### config.mk
export PLATFORM = sky130hd
export DESIGN_NAME = rf_wb_ctrl
export DESIGN_NICKNAME = d
export VERILOG_FILES = /design/src/rtl/rf_wb_pkg.sv /design/src/rtl/rf_wb_fifo.sv /design/src/rtl/rf_wb_ctrl.sv
export SDC_FILE = /design/constraint.sdc
export NUM_CORES = 1
export LEC_CHECK = 0
export CAP_MARGIN = 15
export CORE_ASPECT_RATIO = 0.75
export CORE_UTILIZATION = 40
export DETAILED_ROUTE_END_ITERATION = 6
export PLACE_DENSITY = 0.72
export RECOVER_POWER = 25
export SETUP_SLACK_MARGIN = 0.15
export SLEW_MARGIN = 25
export SYNTH_ARGS = -nofsm -noshare
export SYNTH_HDL_FRONTEND = slang
export SYNTH_HIERARCHICAL = 1
export SYNTH_SLANG_ARGS = --single-unit
### constraint.sdc
create_clock -name clk -period 2.2 [get_ports clk]
set_input_delay 0.44 -clock clk [delete_from_list [all_inputs] [get_ports clk]]
set_output_delay 0.44 -clock clk [all_outputs]
set_load 0.03 [all_outputs]
### src/rtl/rf_wb_pkg.sv
// rf_wb_pkg: load size encodings and the load extender shared by the register-file write path.
package rf_wb_pkg;
  localparam logic [1:0] LSU_SZ_B   = 2'd0;
  localparam logic [1:0] LSU_SZ_H   = 2'd1;
  localparam logic [1:0] LSU_SZ_W   = 2'd2;
  localparam logic [1:0] LSU_SZ_ILL = 2'd3;
  function automatic logic [32:0] load_ext(input logic [31:0] rdata, input logic [1:0] size,
                                           input logic uns, input logic [1:0] addr_lo);
    logic [31:0] lane;
    logic err;
    lane = rdata >> {addr_lo, 3'b000};
    err  = (size == LSU_SZ_ILL) || (size == LSU_SZ_H && addr_lo[0]) || (size == LSU_SZ_W && addr_lo != 2'd0);
    return {err, size == LSU_SZ_B ? {{24{lane[7] & ~uns}}, lane[7:0]} :
                 size == LSU_SZ_H ? {{16{lane[15] & ~uns}}, lane[15:0]} : rdata};
  endfunction
endpackage

### src/rtl/rf_wb_fifo.sv
// rf_wb_fifo: sync {rd,data} FIFO exposing count/full/empty, head and a per-entry valid/rd view.
module rf_wb_fifo #(
  parameter int DEPTH = 2,
  parameter int AW    = 5,
  parameter int DW    = 32
) (
  input  logic                       clk,
  input  logic                       rst,
  input  logic                       push,
  input  logic [AW-1:0]              push_rd,
  input  logic [DW-1:0]              push_data,
  input  logic                       pop,
  output logic [AW-1:0]              head_rd,
  output logic [DW-1:0]              head_data,
  output logic [$clog2(DEPTH):0]     count,
  output logic                       full,
  output logic                       empty,
  output logic [DEPTH-1:0]           ent_valid,
  output logic [DEPTH-1:0][AW-1:0]   ent_rd
);
  localparam int PW = $clog2(DEPTH);
  logic [DEPTH-1:0][AW+DW-1:0] mem_q, mem_d;
  logic [PW-1:0] wr_q, wr_d, rd_q, rd_d;
  logic [PW:0] cnt_q, cnt_d;
  always_comb begin
    mem_d = mem_q;
    if (push) mem_d[wr_q] = {push_rd, push_data};
    wr_d  = push ? wr_q + 1'b1 : wr_q;
    rd_d  = pop ? rd_q + 1'b1 : rd_q;
    cnt_d = cnt_q + (PW+1)'(push) - (PW+1)'(pop);
  end
  always_ff @(posedge clk) begin
    if (rst) begin
      mem_q <= '0;
      wr_q  <= '0;
      rd_q  <= '0;
      cnt_q <= '0;
    end else begin
      mem_q <= mem_d;
      wr_q  <= wr_d;
      rd_q  <= rd_d;
      cnt_q <= cnt_d;
    end
  end
  assign {head_rd, head_data} = mem_q[rd_q];
  assign count = cnt_q;
  assign full  = cnt_q == (PW+1)'(DEPTH);
  assign empty = cnt_q == '0;
  // An entry is live when its distance from the read pointer is below the count.
  for (genvar i = 0; i < DEPTH; i++) begin : g_ent
    logic [PW-1:0] off;
    assign off          = PW'(i) - rd_q;
    assign ent_valid[i] = {1'b0, off} < cnt_q;
    assign ent_rd[i]    = mem_q[i][AW+DW-1:DW];
  end
endmodule

### src/rtl/rf_wb_ctrl.sv
// rf_wb_ctrl: merges EXU results and LSU loads into one registered register-file write per cycle.
module rf_wb_ctrl import rf_wb_pkg::*; #(
  parameter int ADDR_WIDTH     = 5,
  parameter int DATA_WIDTH     = 32,
  parameter int EXU_FIFO_DEPTH = 2
) (
  input  logic                     clk,
  input  logic                     rst,
  input  logic                     exu_valid,
  output logic                     exu_ready,
  input  logic [ADDR_WIDTH-1:0]    exu_rd,
  input  logic [DATA_WIDTH-1:0]    exu_data,
  input  logic                     lsu_valid,
  output logic                     lsu_ready,
  input  logic [ADDR_WIDTH-1:0]    lsu_rd,
  input  logic [DATA_WIDTH-1:0]    lsu_rdata,
  input  logic [1:0]               lsu_size,
  input  logic                     lsu_uns,
  input  logic [1:0]               lsu_addr_lo,
  output logic                     rf_wen,
  output logic [ADDR_WIDTH-1:0]    rf_waddr,
  output logic [DATA_WIDTH-1:0]    rf_wdata,
  output logic                     ld_misalign,
  output logic [2**ADDR_WIDTH-1:0] pend_mask,
  output logic                     idle
);
  logic push, pop, fifo_full, fifo_empty;
  logic [ADDR_WIDTH-1:0] head_rd;
  logic [DATA_WIDTH-1:0] head_data;
  logic [$clog2(EXU_FIFO_DEPTH):0] fifo_cnt;
  logic [EXU_FIFO_DEPTH-1:0] ent_valid;
  logic [EXU_FIFO_DEPTH-1:0][ADDR_WIDTH-1:0] ent_rd;
  logic [32:0] ext;
  logic rf_wen_q, rf_wen_d, mis_q, mis_d;
  logic [ADDR_WIDTH-1:0] waddr_q, waddr_d;
  logic [DATA_WIDTH-1:0] wdata_q, wdata_d;
  assign exu_ready = !rst && !fifo_full;
  assign lsu_ready = !rst;
  assign push      = exu_valid && exu_ready;
  assign pop       = !lsu_valid && !fifo_empty;
  rf_wb_fifo #(.DEPTH(EXU_FIFO_DEPTH), .AW(ADDR_WIDTH), .DW(DATA_WIDTH)) u_fifo (
    .clk       (clk),
    .rst       (rst),
    .push      (push),
    .push_rd   (exu_rd),
    .push_data (exu_data),
    .pop       (pop),
    .head_rd   (head_rd),
    .head_data (head_data),
    .count     (fifo_cnt),
    .full      (fifo_full),
    .empty     (fifo_empty),
    .ent_valid (ent_valid),
    .ent_rd    (ent_rd)
  );
  assign ext = load_ext(32'(lsu_rdata), lsu_size, lsu_uns, lsu_addr_lo);
  always_comb begin
    rf_wen_d = lsu_valid ? !ext[32] && lsu_rd != '0 : pop && head_rd != '0;
    waddr_d  = lsu_valid ? lsu_rd : pop ? head_rd : waddr_q;
    wdata_d  = lsu_valid ? DATA_WIDTH'(ext[31:0]) : pop ? head_data : wdata_q;
    mis_d    = lsu_valid && ext[32];
  end
  always_ff @(posedge clk) begin
    if (rst) begin
      rf_wen_q <= 1'b0;
      waddr_q  <= '0;
      wdata_q  <= '0;
      mis_q    <= 1'b0;
    end else begin
      rf_wen_q <= rf_wen_d;
      waddr_q  <= waddr_d;
      wdata_q  <= wdata_d;
      mis_q    <= mis_d;
    end
  end
  always_comb begin
    pend_mask = '0;
    for (int i = 0; i < EXU_FIFO_DEPTH; i++) if (ent_valid[i]) pend_mask[ent_rd[i]] = 1'b1;
    pend_mask[0] = 1'b0;
  end
  assign rf_wen      = rf_wen_q;
  assign rf_waddr    = waddr_q;
  assign rf_wdata    = wdata_q;
  assign ld_misalign = mis_q;
  assign idle        = fifo_cnt == '0 && !rf_wen_q;
endmodule

Yosys cells after proc, flatten, opt, wreduce, memory -nomap -nowiden
Cells that the tools add are included.

word-level totals
  register bits = 117
  output and inout port bits = 74

cells by class
  $add $sub $neg = 6
  magnitude comparators = 9
  equal/unequal tests = 4
  shifts and indexed selects = 1
  mux-type cells = 18
  bitwise operators = 4
  reduce and logical (&&, ||, !) cells = 26

operator list
  operator                                                     count
  two-way mux 32 bit                                           6
  two-way mux 37 bit                                           3
  bitwise mux 74 bit                                           1
  demux 37 bit (select 1 bit)                                  1
  bitwise OR 32 bit                                            1
  right shift 32 x 5 -> 16 bit                                 1
  logical AND 1 bit                                            12
  less-than comparator 5 x 6 -> 1 bit (second input constant)  2
  demux 1 bit (select 5 bit)                                   2
  >= comparator 5 x 1 -> 1 bit (second input constant)         2
  two-way mux 5 bit                                            2
  nonzero test 5 bit                                           2
  equality test 2 bit (second input constant)                  3
  zero test 1 bit                                              6
  zero test 2 bit                                              2
  less-than comparator 1 x 2 -> 1 bit                          2
  less-than comparator 1 x 2 -> 1 bit (second input constant)  2
  nonzero test 2 bit                                           2
  two-way mux 1 bit                                            3
  adder 1 bit (second input constant)                          2
  adder 2 x 1 -> 2 bit                                         1
  AND 1 bit                                                    2
  equality test 2 x 1 -> 1 bit (second input constant)         1
  logical OR 1 bit                                             2
  other kinds (4)                                              5

Logic depth before layout (Yosys ltp)
  depth in word-level cells = 7
  mapped depth = 10
  mapped depth without buffers = 8

Cells and area by module
Netlist, hierarchy kept.

by module, submodules not included
  module      instances  cells an instance  area each (um2)  seq. area each (um2)
  rf_wb_fifo  1          395                3248.1           1561.5
  rf_wb_ctrl  1          366                2921.6           780.7

Least setup slack after synthesis
No wires, ideal clock.

  path kind = reg2out
  start point = reg u_fifo.rd_q
  end point = out pend_mask[12]
  arrival time = 1843 ps
  data required time = 1760 ps
  setup slack = -83 ps
  cell stages (with the launch flop) = 6
  path buffers = 2
  cells stage by stage = dfxtp_1 -> buf_2 -> o21bai_1 -> or3b_2 -> clkbuf_1 -> o22ai_1

on the way
  word-level cells in the longest chain between the ends = 5
  elaborated cells between the ends (all ways) = 7

RTL lines
  element                                  line              RTL
  start, declared                          rf_wb_fifo.sv:23  logic [PW-1:0] wr_q, wr_d, rd_q, rd_d;
  start signal, assigned                   rf_wb_fifo.sv:41  rd_q <= rd_d;
  subtractor 1 bit (*)                     rf_wb_fifo.sv:52  assign off = PW'(i) - rd_q;
  less-than comparator 1 x 2 -> 1 bit (*)  rf_wb_fifo.sv:53  assign ent_valid[i] = {1'b0, off} < cnt_q;
  named net ent_valid[0]                   rf_wb_ctrl.sv:31  logic [EXU_FIFO_DEPTH-1:0] ent_valid;
  two-way mux 32 bit (*)                   rf_wb_ctrl.sv:78  for (int i = 0; i < EXU_FIFO_DEPTH; i++) if (ent_valid[i]) pend_mask[ent_rd[i]] = 1'b1;
  bitwise OR 32 bit (no line)              -
  two-way mux 32 bit (*)                   rf_wb_ctrl.sv:78
  end, declared                            rf_wb_ctrl.sv:24  output logic [2**ADDR_WIDTH-1:0] pend_mask,

Mark *: on every way through the listed nets, which the timed path passes. The rest lies on a longest branch.

Worst setup path in the final report
  start point = reg u_fifo.cnt_q[0], in the netlist u_fifo/count[0]
  end point = out pend_mask[28]

on the way
  word-level cells in the longest chain between the ends = 4
  elaborated cells between the ends (all ways) = 5

RTL lines
  element                                  line              RTL
  start, declared                          rf_wb_fifo.sv:24  logic [PW:0] cnt_q, cnt_d;
  start signal, assigned                   rf_wb_fifo.sv:42  cnt_q <= cnt_d;
  less-than comparator 1 x 2 -> 1 bit (*)  rf_wb_fifo.sv:53
  named net ent_valid[0]                   rf_wb_ctrl.sv:31
  two-way mux 32 bit (*)                   rf_wb_ctrl.sv:78
  bitwise OR 32 bit (no line)              -
  two-way mux 32 bit (*)                   rf_wb_ctrl.sv:78

Marked as above.

==> results.ini <==
[outcome]
status = finished with violations
violations = setup timing

[pwr]
p_clk_share_pct = 35.9
peakVddDrop_v = 0.000621
leakage_nw = 3.31
p_int_mw = 5.03
netSwitchingPower_mw = 2.30
swShare_pct = 31.4
power-per-cell-area_nw_per_um2 = 833
pwr-share-seq_pct = 33.1
power_frac_comb_pct = 31.0

[yosys]
synth_nets = 846
synth_top_area_share_pct = 38.0
synth.area.top_cells = dfxtp_1 38%, nand2_1 11%, mux2_2 10%
synth.most_common_cell = nand2_1
avgSynthCellArea_sq_um = 8.11
async_flop_share_pct = 0
synth-main-ff-cell = dfxtp_1
synth_common_cells = 179 x nand2_1, 117 x dfxtp_1, 91 x a21oi_1, 57 x mux2_2, 33 x o22ai_1
yosysUniqueCellTypes = 55
netlist_area_sq_um = 6170
synth-seq-cells = 117
synth_edf_count = 0
ys_seq_area_share_pct = 38.0
yosysTopAreaCell = dfxtp_1
yosysWarnings = 6
synthCells = 761

[worst_setup_path]
cp_num_buf_inv = 2
crit_path_end_kind = output port
path_cells = inv_4 -> o21bai_4 -> or3b_4 -> o22ai_4 -> buf_6
critPathArrivalTime_ns = 1.83
crit_fanout = 7
crit_family = simple AND/OR/NAND/NOR gates
reg2reg_depth = 8
critPathRequiredTime_ns = 1.76
r2r-end = u_fifo/mem_q[50]
regToRegSetupSlack_ns = 0.08
setup.worst_path.class = register to output port
cp-start-kind = register
critPathMaxStageDelay_ns = 0.52
reg2reg_from = u_fifo/count[1]
critPathSlowestCell = or3b_4

[sta]
relSlewSlack_pct = 56.3
worstMarginPinSlew_ns = 0.655
clock_skew_ns = 0.00859
layout_min_cycle_time_ns = 2.27
setup_viol = 11
slew_violations = 0
hold_viol = 0
layout_setup_ws_ns = -0.0684
grt_setup_unrepaired = yes
period_share_pct = 103
fmax_ghz = 0.441

[job]
maxCapViolCount = 0

[global_route]
antenna_found_initial = 0
grt_pass1_wl_microns = 30600
grtUsageTotal_pct = 24.6
grt_pass1_vias = 5679
grt_start_max_net_pins = 50
gr-total-overflow = 0

[min_path]
worstHoldEndpoint = rf_wdata[21]
hp-class = input pin to register
min-delay-start = lsu_valid
holdPathStages = 2

[place]
gp_congestion = 0.914
dp_cells = 1076
place_area_sq_um = 7920
hpwl_microns = 13700
io_buffers = 155

[drt]
finalWirelength_microns = 20300
antenna_left = 0
dr.pass1.iters = 5
drtIter0Drc = 490
via_count = 6262
wl_per_cell_microns = 18.2
via_per_inst = 5.60
drc = 0

[die]
num_io_pins = 157
die_h_microns = 110
row_count = 38
start_util_pct = 41.9
coreArea_sq_um = 14700
die_x_microns = 145
die-area_sq_um = 15900

[cts]
cts_tree = yes
clk_latency_ns = 0.41
h-tree-depth = 4
cts_root_buffer = clkbuf_16
clk_pin_slew_worst_paths_ns = 0.05
clock-sinks = 117
cts-root-to-sink-buffers = 2
numCtsBuffers = 17
ctsHoldBuffers = 0

[layout]
diodes = 0
fillers = 1277
final_area_sq_um = 8810
syn_to_final_growth_pct = 42.8
final_net_count = 992
drive_above_1_share_pct = 21.0
instances_no_fill = 1118

-- state kept, by name, summed over array words and instances, names as in the netlist --
name,cells
u_fifo/mem_q,64
rf_wdata,32
u_fifo/ent_rd,10
rf_waddr,5
u_fifo/count,2
ld_misalign,1
rf_wen,1
u_fifo/rd_q,1
u_fifo/wr_q,1
-- through the flow --
step           util (%)  TNS, ns  hold slack (ns)  setup WS (ns)  total power [mW]
5_1_grt            59.8    -1.44            0.422         -0.105              7.61
4_1_cts            58.9   -0.532            0.370        -0.0970              7.33
2_1_floorplan         -        0            0.433          0.198              3.91
3_5_place_dp       53.7        0            0.444         0.0183              4.61
6_report           59.8   -0.512            0.383        -0.0684              7.33
3_3_place_gp       53.7        0            0.440         0.0603              4.59
-- logic make-up after synthesis --
| group | synth area share (%) |
|---|---|
| flops | 38.0 |
| fa+ha+maj | 0.406 |
| simple gates | 18.8 |
| mux | 14.8 |
| other cells | 0.0608 |
| compound gates | 20.9 |
| buf+inv | 6.63 |
| xor+xnor | 0.426 |
-- power groups by stage --
stage	clock network (mW)	registers (mW)	logic (mW)
final	2.64	2.43	2.27
after CTS	2.66	2.43	2.24
after detailed placement	0	2.47	2.14
after global routing	2.77	2.45	2.40
after global placement	0	2.47	2.13
after floorplan	0	2.54	1.37
-- metal layers --
layer	wire length, microns	vias up	GRT usage, %	share of wire [%]
met5	0	-	0	0
met2	9260	318	38.6	46
li1	-	2980	-	-
met1	9010	2937	34.1	44
met3	1720	27	4.73	8.5
met4	324	0	7.89	1.6
-- worst max path at each step --
stage | startpoint | endpoint | cells after the start
CTS | u_fifo/count[0] | pend_mask[20] | 5
global placement | u_fifo/count[0] | pend_mask[28] | 5
finish | u_fifo/count[0] | pend_mask[28] | 5
detailed placement | u_fifo/count[0] | pend_mask[20] | 5
floorplan | u_fifo/rd_q | pend_mask[12] | 5
global route | u_fifo/count[0] | pend_mask[20] | 5
-- area by class of cell --
cell class / instances / area (sq um) / share of cell area [%]
clock buffers: 26 / 479 / 5.44
flip-flops and latches: 117 / 2360 / 26.8
clock inverters: 4 / 72.6 / 0.824
repair buffers: 196 / 1900 / 21.6
inverters: 9 / 36.3 / 0.412
multi-input cells: 566 / 3710 / 42.1
well taps: 200 / 250 / 2.84
-- placed cells by master, fill, tap and decap left out, types with 14 or more instances in the layout --
cell type and n:
clkbuf_16 17, o21ai_0 28, buf_6 25, buf_4 37
clkdlybuf4s50_1 119, o22ai_4 16, a31oi_1 21, nand3b_1 14
mux2_2 57, mux2i_1 25, a21oi_1 91, dfxtp_1 111
nand2_1 179, nor2_1 27
-- worst register-to-register path, cell delays in order (launching register included) --
cell,delay [ns]
dfxtp_1,0.37
clkbuf_1,0.18
nor2b_1,0.15
nor2_1,0.05
and2_0,0.23
nand2_1,0.23
clkbuf_4,0.45
nand2_1,0.16
a21oi_1,0.22
-- timing repair --
| item | CTS | global route |
|---|---|---|
| hold endpoints to repair | 0 | 0 |
| setup buffers | 8 | 4 |
| pin swaps | 3 | 8 |
| resized for setup | 42 | 26 |
| endpoints found under the setup margin | 33 | 36 |
Note: power is estimated with default switching activity, not from simulation.
